**config.mk**
```make
export PLATFORM = sky130hd
export DESIGN_NAME = gf_mul_seq
export DESIGN_NICKNAME = d
export VERILOG_FILES = /design/src/rtl/gf_mul_seq.sv
export SDC_FILE = /design/constraint.sdc
export NUM_CORES = 1
export LEC_CHECK = 0
export CAP_MARGIN = 20
export CORE_MARGIN = 2
export CORE_UTILIZATION = 35
export CTS_BUF_LIST = sky130_fd_sc_hd__clkbuf_4
export DETAILED_ROUTE_END_ITERATION = 8
export GPL_TIMING_DRIVEN = 0
export PLACE_DENSITY = 0.62
export SLEW_MARGIN = 20
export SYNTH_ARGS = -nofsm -noshare
export SYNTH_HDL_FRONTEND = slang
export SYNTH_SLANG_ARGS = --single-unit
```
**constraint.sdc**
```tcl
create_clock -name clk -period 5.4 [get_ports clk]
set_clock_uncertainty 0.2 [all_clocks]
set_input_delay 1.08 -clock clk [delete_from_list [all_inputs] [get_ports clk]]
set_output_delay 1.08 -clock clk [all_outputs]
set_load 0.01 [all_outputs]
```
**src/rtl/gf_mul_seq.sv**
```systemverilog
// gf_mul_seq: sequential GF(2^M) multiplier with optional multiply-accumulate.
//
// Consumes D bits of multiplier b per cycle (MSB first, Horner form), so a
// product takes M/D cycles in CALC. Operands and results are in polynomial
// basis. With acc_en set, the result is a*b XOR the previously delivered
// result, which suits syndrome and Chien-sum loops.
//
// Ports:
//   clk        rising-edge clock
//   rst        asynchronous active-high reset
//   in_valid   operand pair valid          in_ready   block can accept operands
//   a, b       multiplicand / multiplier   acc_en     XOR product into acc_q
//   out_valid  result valid                out_ready  downstream accepts result
//   dout       result                      busy       multiplication in progress
module gf_mul_seq #(
  parameter int         M    = 8,
  parameter logic [M:0] POLY = 9'h11D,
  parameter int         D    = 1
) (
  input  logic         clk,
  input  logic         rst,
  input  logic         in_valid,
  output logic         in_ready,
  input  logic [M-1:0] a,
  input  logic [M-1:0] b,
  input  logic         acc_en,
  output logic         out_valid,
  input  logic         out_ready,
  output logic [M-1:0] dout,
  output logic         busy
);

  localparam int STEPS = M / D;
  localparam int CW    = (STEPS > 1) ? $clog2(STEPS) : 1;
  localparam logic [CW-1:0] LAST = CW'(STEPS - 1);
  // Reduction term: x^M is congruent to the low M bits of the polynomial.
  localparam logic [M-1:0] RED = POLY[M-1:0];

  generate
    if (M < 2 || M > 16 || D < 1 || (M % D) != 0 || POLY[M] != 1'b1) begin : g_bad_params
      $error("gf_mul_seq: illegal parameters (M in 2..16, D divides M, POLY[M]=1)");
    end
  endgenerate

  typedef enum logic [1:0] {
    IDLE = 2'd0,
    CALC = 2'd1,
    DONE = 2'd2
  } state_t;

  state_t          state_q, state_d;
  logic [M-1:0]    a_q, a_d;
  logic [M-1:0]    b_q, b_d;
  logic [M-1:0]    p_q, p_d;
  logic [CW-1:0]   cnt_q, cnt_d;
  logic            acc_sel_q, acc_sel_d;
  logic [M-1:0]    acc_q, acc_d;
  logic [M-1:0]    dout_q, dout_d;

  // Digit step results for this cycle.
  logic [M-1:0]    p_step;
  logic [M-1:0]    b_step;

  // Multiply by x modulo POLY.
  function automatic logic [M-1:0] xtime(input logic [M-1:0] p);
    return {p[M-2:0], 1'b0} ^ (p[M-1] ? RED : '0);
  endfunction

  // D Horner steps unrolled: p = p*x + b_msb*a, consuming b from the top.
  always_comb begin
    // NOTE: blocking assignments here chain the D unrolled steps within one
    // cycle; the flops below use non-blocking so all state updates together.
    p_step = p_q;
    b_step = b_q;
    for (int i = 0; i < D; i++) begin
      p_step = xtime(p_step) ^ (b_step[M-1] ? a_q : '0);
      b_step = b_step << 1;
    end
  end

  always_comb begin
    // NOTE: every *_d holds its flop value by default so no path infers a latch.
    state_d   = state_q;
    a_d       = a_q;
    b_d       = b_q;
    p_d       = p_q;
    cnt_d     = cnt_q;
    acc_sel_d = acc_sel_q;
    acc_d     = acc_q;
    dout_d    = dout_q;

    unique case (state_q)
      IDLE: begin
        if (in_valid) begin
          a_d       = a;
          b_d       = b;
          acc_sel_d = acc_en;
          p_d       = '0;
          cnt_d     = '0;
          state_d   = CALC;
        end
      end
      CALC: begin
        p_d   = p_step;
        b_d   = b_step;
        cnt_d = cnt_q + CW'(1);
        if (cnt_q == LAST) begin
          dout_d  = p_step ^ (acc_sel_q ? acc_q : '0);
          state_d = DONE;
        end
      end
      DONE: begin
        // Every delivered result seeds the next accumulation, so a
        // non-accumulating operation starts a fresh chain.
        if (out_ready) begin
          acc_d   = dout_q;
          state_d = IDLE;
        end
      end
      default: state_d = IDLE;
    endcase
  end

  // NOTE: all state, including datapath registers, is reset so a reset
  // mid-operation leaves no stale result or accumulator behind.
  always_ff @(posedge clk or posedge rst) begin
    if (rst) begin
      state_q   <= IDLE;
      a_q       <= '0;
      b_q       <= '0;
      p_q       <= '0;
      cnt_q     <= '0;
      acc_sel_q <= 1'b0;
      acc_q     <= '0;
      dout_q    <= '0;
    end else begin
      state_q   <= state_d;
      a_q       <= a_d;
      b_q       <= b_d;
      p_q       <= p_d;
      cnt_q     <= cnt_d;
      acc_sel_q <= acc_sel_d;
      acc_q     <= acc_d;
      dout_q    <= dout_d;
    end
  end

  // Outputs decode only the state register: no out_ready -> in_ready path.
  assign in_ready  = (state_q == IDLE);
  assign out_valid = (state_q == DONE);
  assign busy      = (state_q == CALC);
  assign dout      = dout_q;

endmodule

```
-- Yosys cells after proc, flatten, opt, wreduce, memory -nomap -nowiden
Cells that the tools add are included.
- equality and inequality tests: 6
- reduce and logical (&&, ||, !) cells: 7
- multiply operators: 0
- $lt $le $gt $ge: 0
- $add $sub $neg: 1
- divide/modulo/power cells: 0
- multiplexer cells: 13
- shift operators: 0
- bitwise logic cells: 3
- operators with widths (kind ; number):
    8-bit 2-to-1 mux ; 4
    8-bit one-hot mux with 2 select lines ; 2
    8-bit bitwise XOR ; 2
    2-bit AND reduction ; 4
    8-bit by 5-bit bitwise XOR with 8-bit output ; 1
    2-bit 2-to-1 mux ; 3
    2-bit one-hot mux with 3 select lines ; 1
    3-bit one-hot mux with 2 select lines ; 1
    5-bit 2-to-1 mux ; 1
    2-bit by 1-bit inequality test with 1-bit output, second input constant ; 2
    3-bit by 1-bit adder with 3-bit output, second input constant ; 1
    3-bit equality test, second input constant ; 1
    3-bit 2-to-1 mux ; 1
    3-bit AND reduction ; 1
    2-bit by 1-bit equality test with 1-bit output, second input constant ; 1
    2-bit equality test, second input constant ; 1
    2-bit logical NOT ; 1
    2-bit inequality test, second input constant ; 1
    2-bit nonzero test ; 1
- memories: 0
- output and inout port bits: 11
- logic and storage cells: 38
- latch bits: 0
- input bits: 21
- flip-flop bits (word level): 46
- bits in read-only memories: 0
- bits in writable memories: 0

-- Logic depth before layout (Yosys ltp)
Gate-level depths: netlist (run 1).
- depth after elaboration: 4
- mapped depth: 6
- depth with buffers taken out: 5

-- Worst setup path after synthesis (run 1)
Ideal clock, no wire load.
- path type: flip-flop to output port
- from: register state_q[1]
- to: output port busy
- path slack: 3.149 ns
- arrival time: 0.971 ns
- stages on the path, launching flop included: 5
- buffers on the path: 2
- data required time: 4.120 ns
- cells stage by stage: dfrtp_1 -> clkbuf_1 -> nand2b_1 -> buf_2 -> inv_1
- cells in the longest elaborated chain, start to end: 1
- ends and longest elaborated chain (what ; RTL line ; RTL):
    from (decl) ; 51 ; state_t state_q, state_d;
    from (signal assigned) ; 137 ; state_q <= state_d;
    2-bit by 1-bit equality test with 1-bit output ; 151 ; assign busy = (state_q == CALC);
    to (decl) ; 30 ; output logic busy
No other way between the ends.

-- Worst setup path in the final report (run 1)
Ends and elaborated chain as after synthesis.

==> metrics.md, run 1 <==
| Metric | Value |
|---|---|
| Commonest non-fill, non-tap cell in the layout | `dfrtp_1` |
| Top FF cell, synth | `dfrtp_1` |
| Final core utilization | `45.2%` |
| Synth Net Count | `208` |
| IO Count | `32` |
| Max Slew Vio Count | `0` |
| Filler cell count in the final layout | `556` |
| Outcome | `complete, no violations` |
| Cell area power density | `545 nW/um2` |
| CTS Root Cell | `clkbuf_4` |
| DRC viols | `0` |
| Reg2reg setup slack | `3.57 ns` |
| Gr usage total | `13.1%` |
| Largest net degree at the start of global routing | `28` |
| Critical Path RT | `4.12 ns` |
| Number of I/O port buffers | `31` |
| Crit-path cells | `clkbuf_1 -> nand2b_1 -> buf_2 -> inv_1 -> clkdlybuf4s50_1` |
| Fin crit period | `3.37 ns` |
| Synth Warn # | `0` |
| Total negative slack | `0 ns` |
| Cell area after layout | `2710 um2` |
| Slew headroom | `69.4%` |
| CTS sink cnt | `46` |
| CP endpoint kind | `output port` |
| Vias in the first global route | `1435` |
| CTS tree | `done` |
| CP Launch Type | `register` |
| Fmax | `0.297 GHz` |
| RePlAce Congestion | `0.721` |
| Synth area leaders | `dfrtp_1, mux2_2, nand2_1` |
| Placed cell areas | `2630 um2` |
| CTS Buf Count | `5` |
| Postcts setup bufs | `0` |
| Initial drt markers | `59` |
| Sw frac | `32.4%` |
| Antenna Cells | `0` |
| Hpwl dp | `2.92 mm` |
| Reg power frac | `39.3%` |
| Register area share after synthesis | `52.3%` |
| Clock transition at path regs | `0.15 ns` |
| Mapped Area | `2200 um2` |
| Clock latency on the worst-skew pair | `0.37 ns` |
| Initial antenna violation count | `0` |
| Overflow after GRT | `0` |
| Worst r2r path cells | `4` |
| Die W | `83.3 um` |
| Max-Cap Viols | `0` |
| Layout Area Growth over Synthesis | `23.0%` |
| Comb power frac | `45.9%` |
| Worst setup path class | `reg2out` |
| H-Tree Depth | `2` |
| Cell variety after synth | `24` |
| # rows | `28` |
| Commonest non-fill, non-tap cells in the layout | `dfrtp_1, nand2_1, clkdlybuf4s50_1` |
| Crit path largest cell delay | `0.57 ns` |
| Yosys reg bits | `46` |
| Unrepaired setup endpoints after global routing | `no` |
| Chip height | `83.3 um` |
| CTS Buffer Depth | `2` |
| Syn Area/Cell | `11.9 um2` |
| Switch Pwr | `478 uW` |
| Hold Crit Class | `reg2reg` |
| Core Area | `5990 um2` |
| Slowest-stage cell, CP | `clkdlybuf4s50_1` |
| Global-route wire length before repair | `7.20 mm` |
| Crit Path Max Fanout | `10` |
| Vias per cell | `4.81` |
| Crit path DAT | `2.09 ns` |
| P_int | `997 uW` |
| Share of cells above drive strength 1 | `18.2%` |
| Final Cycle Share | `62.4%` |
| DRT antenna net count | `0` |
| Max VDD drop | `0.247 mV` |
| Initial core utilization | `36.8%` |
| Post-synthesis cell count | `185` |
| Min-Delay Path Depth | `2` |
| Post-synth EDFFs | `0` |
| Worst Max-Slew Pin Slew | `0.458 ns` |
| Final hold vios | `0` |
| Synth top area share | `52.3%` |
| Asr flop ratio synth | `100%` |
| DRT Pass-1 Iters | `4` |
| Vias | `1442` |
| Net count, final | `247` |
| P_leak | `0.00127 uW` |
| Avg WL per Cell | `14.0 um` |
| WL final | `4.21 mm` |
| Clock Power Share | `14.8%` |
| Cts repair resizes | `0` |
| Die area | `6940 um2` |
| Setup Viol. Count Final | `0` |
| Largest area contributor in the netlist | `dfrtp_1` |
| CTS Hold Bufs | `0` |
layout make-up:
| cell class | instances | area, um2 | area share [%] |
|---|---|---|---|
| Multi-Input combinational cell | 126 | 972 | 35.9 |
| Clock inverter | 2 | 37.5 | 1.39 |
| Clock buffer | 6 | 45.0 | 1.66 |
| Sequential cell | 46 | 1150 | 42.5 |
| Timing Repair Buffer | 32 | 330 | 12.2 |
| Inverter | 3 | 11.3 | 0.416 |
| Tap cell | 75 | 93.8 | 3.46 |
| Buffer | 10 | 67.6 | 2.49 |
metrics by stage:
stage	cells	hold WS, ns	setup WS, ns	power, uW
2_1_floorplan	185	0.250	3.03	1080
3_3_place_gp	291	0.266	2.07	1260
3_5_place_dp	292	0.273	2.42	1280
4_1_cts	300	0.308	1.99	1490
5_1_grt	300	0.332	1.87	1590
6_report	300	0.301	2.03	1480
logic make-up (layout without fill, tap and decap cells):
kind of cell / after synthesis / after routing / share of synthesized area [%]
adder cells (fa/ha/maj): 2 / 2 / 1.14
flip-flops: 46 / 46 / 52.3
XOR/XNOR: 19 / 19 / 12.7
buffers and inverters: 13 / 53 / 3.58
multiplexers: 20 / 20 / 10.2
AO/OA/AOI/OAI: 34 / 34 / 8.81
AND/OR/NAND/NOR: 51 / 51 / 11.2
synth_stat cells, types with 3 or more instances:
cell / number
xnor3_1: 5
dfrtp_1: 46
and3b_1: 7
a21oi_1: 7
o21ai_0: 21
inv_1: 3
xor3_1: 3
xnor2_1: 6
mux2_2: 20
buf_2: 3
a22o_1: 4
buf_4: 3
xor2_1: 5
nand2_1: 36
worst max-delay path: cells and delay by family, from the launching register on:
family	cells	cell delay [ns]
buffers and inverters	4	1.12
DFF	1	0.42
and+or+nand+nor	1	0.18
path summary, 6_finish.rpt:
path,end,from
setup / recovery,busy,state_q[1]$_DFFE_PP0P_
setup reg to reg,dout[2]$_DFFE_PP0P_,p_q[7]$_DFFE_PP0P_
hold reg to reg,b_q[2]$_DFFE_PP0P_,b_q[2]$_DFFE_PP0P_
hold / removal,b_q[2]$_DFFE_PP0P_,b_q[2]$_DFFE_PP0P_
max in group asynchronous,acc_q[3]$_DFFE_PP0P_,rst
min in group asynchronous,dout[5]$_DFFE_PP0P_,rst
metal layers:
metal  share of wire (%)  vias to the layer above  wire length, um  global-route usage (%)
met5                   0                        -                0                       0
met4                 1.2                        0               50                    3.13
met3                 3.1                        6              130                    3.38
met2                  46                       19             1920                    20.0
met1                  50                      712             2110                    18.5
li1                    -                      705                -                       -
power groups by stage:
| stage | sequential [uW] | combinational [uW] | clock [uW] |
|---|---|---|---|
| 2_1_floorplan | 579 | 499 | 0 |
| 3_3_place_gp | 586 | 673 | 0 |
| 3_5_place_dp | 589 | 688 | 0 |
| 4_1_cts | 582 | 689 | 222 |
| 5_1_grt | 599 | 750 | 239 |
| 6_report | 580 | 677 | 218 |
state kept, by name, indices dropped and copies added, names as in the netlist:
register / cells
p_q: 8
state_q: 2
acc_q: 8
dout: 8
acc_sel_q: 1
cnt_q: 3
a_q: 8
b_q: 8
(Power assumes the default switching activity.)
==> run 2, diff against run 1 <==
clock period = 3.45 ns   (was 5.4 ns; I/O delays follow)
==> results of run 2 <==
Same layout as run 1 (identical final DEF). Status: complete, no violations.
Main changes from that run: setup slack after placement 2.42 ns -> 0.858 ns; setup slack after layout 2.03 ns -> 0.468 ns; register-to-register setup slack 3.57 ns -> 1.62 ns; total power 1480 uW -> 2310 uW; worst IR drop on VDD 0.247 mV -> 0.386 mV
==> run 3, diff against run 2 <==
MAX_ROUTING_LAYER = met4   (was unset)
==> metrics.md, run 3 (synthesized netlist as in run 1, its figures left out) <==
| Metric | Value |
|---|---|
| Commonest non-fill, non-tap cells in the layout | `dfrtp_1, nand2_1, clkdlybuf4s50_1` |
| Vias | `1441` |
| Reg2reg setup slack | `1.63 ns` |
| Critical Path RT | `2.56 ns` |
| Max-Cap Viols | `0` |
| Core Area | `5990 um2` |
| Min-Delay Path Depth | `2` |
| Unrepaired setup endpoints after global routing | `no` |
| CTS sink cnt | `46` |
| CTS Buf Count | `5` |
| Initial antenna violation count | `0` |
| Hold Crit Class | `reg2reg` |
| Vias per cell | `4.80` |
| Final core utilization | `45.2%` |
| Worst setup path class | `reg2out` |
| Layout Area Growth over Synthesis | `23.0%` |
| Final Cycle Share | `86.4%` |
| Commonest non-fill, non-tap cell in the layout | `dfrtp_1` |
| Setup Viol. Count Final | `0` |
| Initial drt markers | `79` |
| DRT Pass-1 Iters | `4` |
| CP Launch Type | `register` |
| P_leak | `0.00127 uW` |
| Hold Path Sink | `b_q[2]$_DFFE_PP0P_` |
| H-Tree Depth | `2` |
| CP endpoint kind | `output port` |
| Die W | `83.3 um` |
| Total negative slack | `0 ns` |
| CTS Hold Bufs | `0` |
| Clock transition at path regs | `0.15 ns` |
| Outcome | `complete, no violations` |
| Filler cell count in the final layout | `556` |
| Gr usage total | `13.5%` |
| CTS Root Cell | `clkbuf_4` |
| Crit path largest cell delay | `0.57 ns` |
| Cts repair resizes | `0` |
| IO Count | `32` |
| Slowest-stage cell, CP | `clkdlybuf4s50_1` |
| Max Slew Vio Count | `0` |
| Max VDD drop | `0.386 mV` |
| FF-to-FF Start | `p_q[7]$_DFFE_PP0P_` |
| Vias in the first global route | `1429` |
| Slew headroom | `69.4%` |
| Top delay family on crit path | `buffers and inverters` |
| Net count, final | `247` |
| R2R Path End | `dout[3]$_DFFE_PP0P_` |
| Initial core utilization | `36.8%` |
| Postcts setup bufs | `0` |
| Crit Path Max Fanout | `10` |
| Antenna Cells | `0` |
| DRT antenna net count | `0` |
| Fin crit period | `2.98 ns` |
| Overflow after GRT | `0` |
| Fmax | `0.335 GHz` |
| Crit-path cells | `clkbuf_1 -> nand2b_1 -> buf_2 -> inv_1 -> clkdlybuf4s50_1` |
| Largest net degree at the start of global routing | `28` |
| WL final | `4.20 mm` |
| Hold path start | `b_q[2]$_DFFE_PP0P_` |
| Final hold vios | `0` |
| CP Buf/Inv Count | `4` |
| Chip height | `83.3 um` |
| RePlAce Congestion | `0.730` |
| Hpwl dp | `2.92 mm` |
| Number of I/O port buffers | `31` |
| Worst Max-Slew Pin Slew | `0.458 ns` |
| Global-route wire length before repair | `7.21 mm` |
| DRC viols | `0` |
| # rows | `28` |
| CTS tree | `done` |
| Clock latency on the worst-skew pair | `0.37 ns` |
| Share of cells above drive strength 1 | `18.2%` |
| Crit path DAT | `2.09 ns` |
| Cell area power density | `852 nW/um2` |
| Worst r2r path cells | `4` |
| Die area | `6940 um2` |
| Avg WL per Cell | `14.0 um` |
| CTS Buffer Depth | `2` |
==> run 3: how the worst max path moves through the flow <==
| stage | startpoint | endpoint | slack, ns | cells past startpoint |
|---|---|---|---|---|
| 5_1_grt | state_q[1]$_DFFE_PP0P_ | busy | 0.31 | 5 |
| 3_3_place_gp | rst | a_q[3]$_DFFE_PP0P_ | 0.51 | 2 |
| 4_1_cts | state_q[1]$_DFFE_PP0P_ | busy | 0.43 | 5 |
| 3_5_place_dp | state_q[1]$_DFFE_PP0P_ | busy | 0.86 | 5 |
| 2_1_floorplan | rst | a_q[0]$_DFFE_PP0P_ | 1.47 | 1 |
| 6_report | state_q[1]$_DFFE_PP0P_ | busy | 0.47 | 5 |
==> run 3: per-stage QoR <==
stage | power (uW) | setup slack (ns) | area (um2) | instances | hold WS (ns)
2_1_floorplan | 1690 | 1.47 | 2200 | 185 | 0.250
5_1_grt | 2490 | 0.309 | 2710 | 300 | 0.332
6_report | 2310 | 0.468 | 2710 | 300 | 0.301
3_3_place_gp | 1970 | 0.505 | 2610 | 291 | 0.266
4_1_cts | 2340 | 0.433 | 2710 | 300 | 0.308
3_5_place_dp | 2000 | 0.858 | 2630 | 292 | 0.273
==> run 3: area by class of cell <==
class	count	area (um2)	share of cell area, %
repair buffers	32	330	12.2
flip-flops and latches	46	1150	42.5
clock buffers	6	45.0	1.66
well taps	75	93.8	3.46
clock inverters	2	37.5	1.39
plain buffers	10	67.6	2.49
inverters	3	11.3	0.416
multi-input cells	126	972	35.9
==> run 3: where the power goes <==
part	total [uW]	switching, uW	leakage, uW	internal, uW
Sequential	908	134	0.000586	774
Combinational	1060	432	0.000642	626
Clock	340	179	0.0000419	161
Total	2310	746	0.00127	1560
==> run 3: worst register-to-register path, stage by stage, from the launching register on <==
cell and delay (ns):
dfrtp_1 0.41, buf_6 0.14, xnor2_1 0.25, xor3_1 0.45, mux2_2 0.26
==> run 3: routing by layer <==
| metal | vias to the layer above | part of all wire, % | routed length, um | GRT usage, % |
|---|---|---|---|---|
| met1 | 709 | 50 | 2110 | 18.7 |
| met3 | 6 | 3.1 | 129 | 3.28 |
| met5 | - | 0 | 0 | - |
| met4 | 0 | 1.2 | 51 | 3.13 |
| met2 | 21 | 46 | 1910 | 20.0 |
| li1 | 705 | - | - | - |
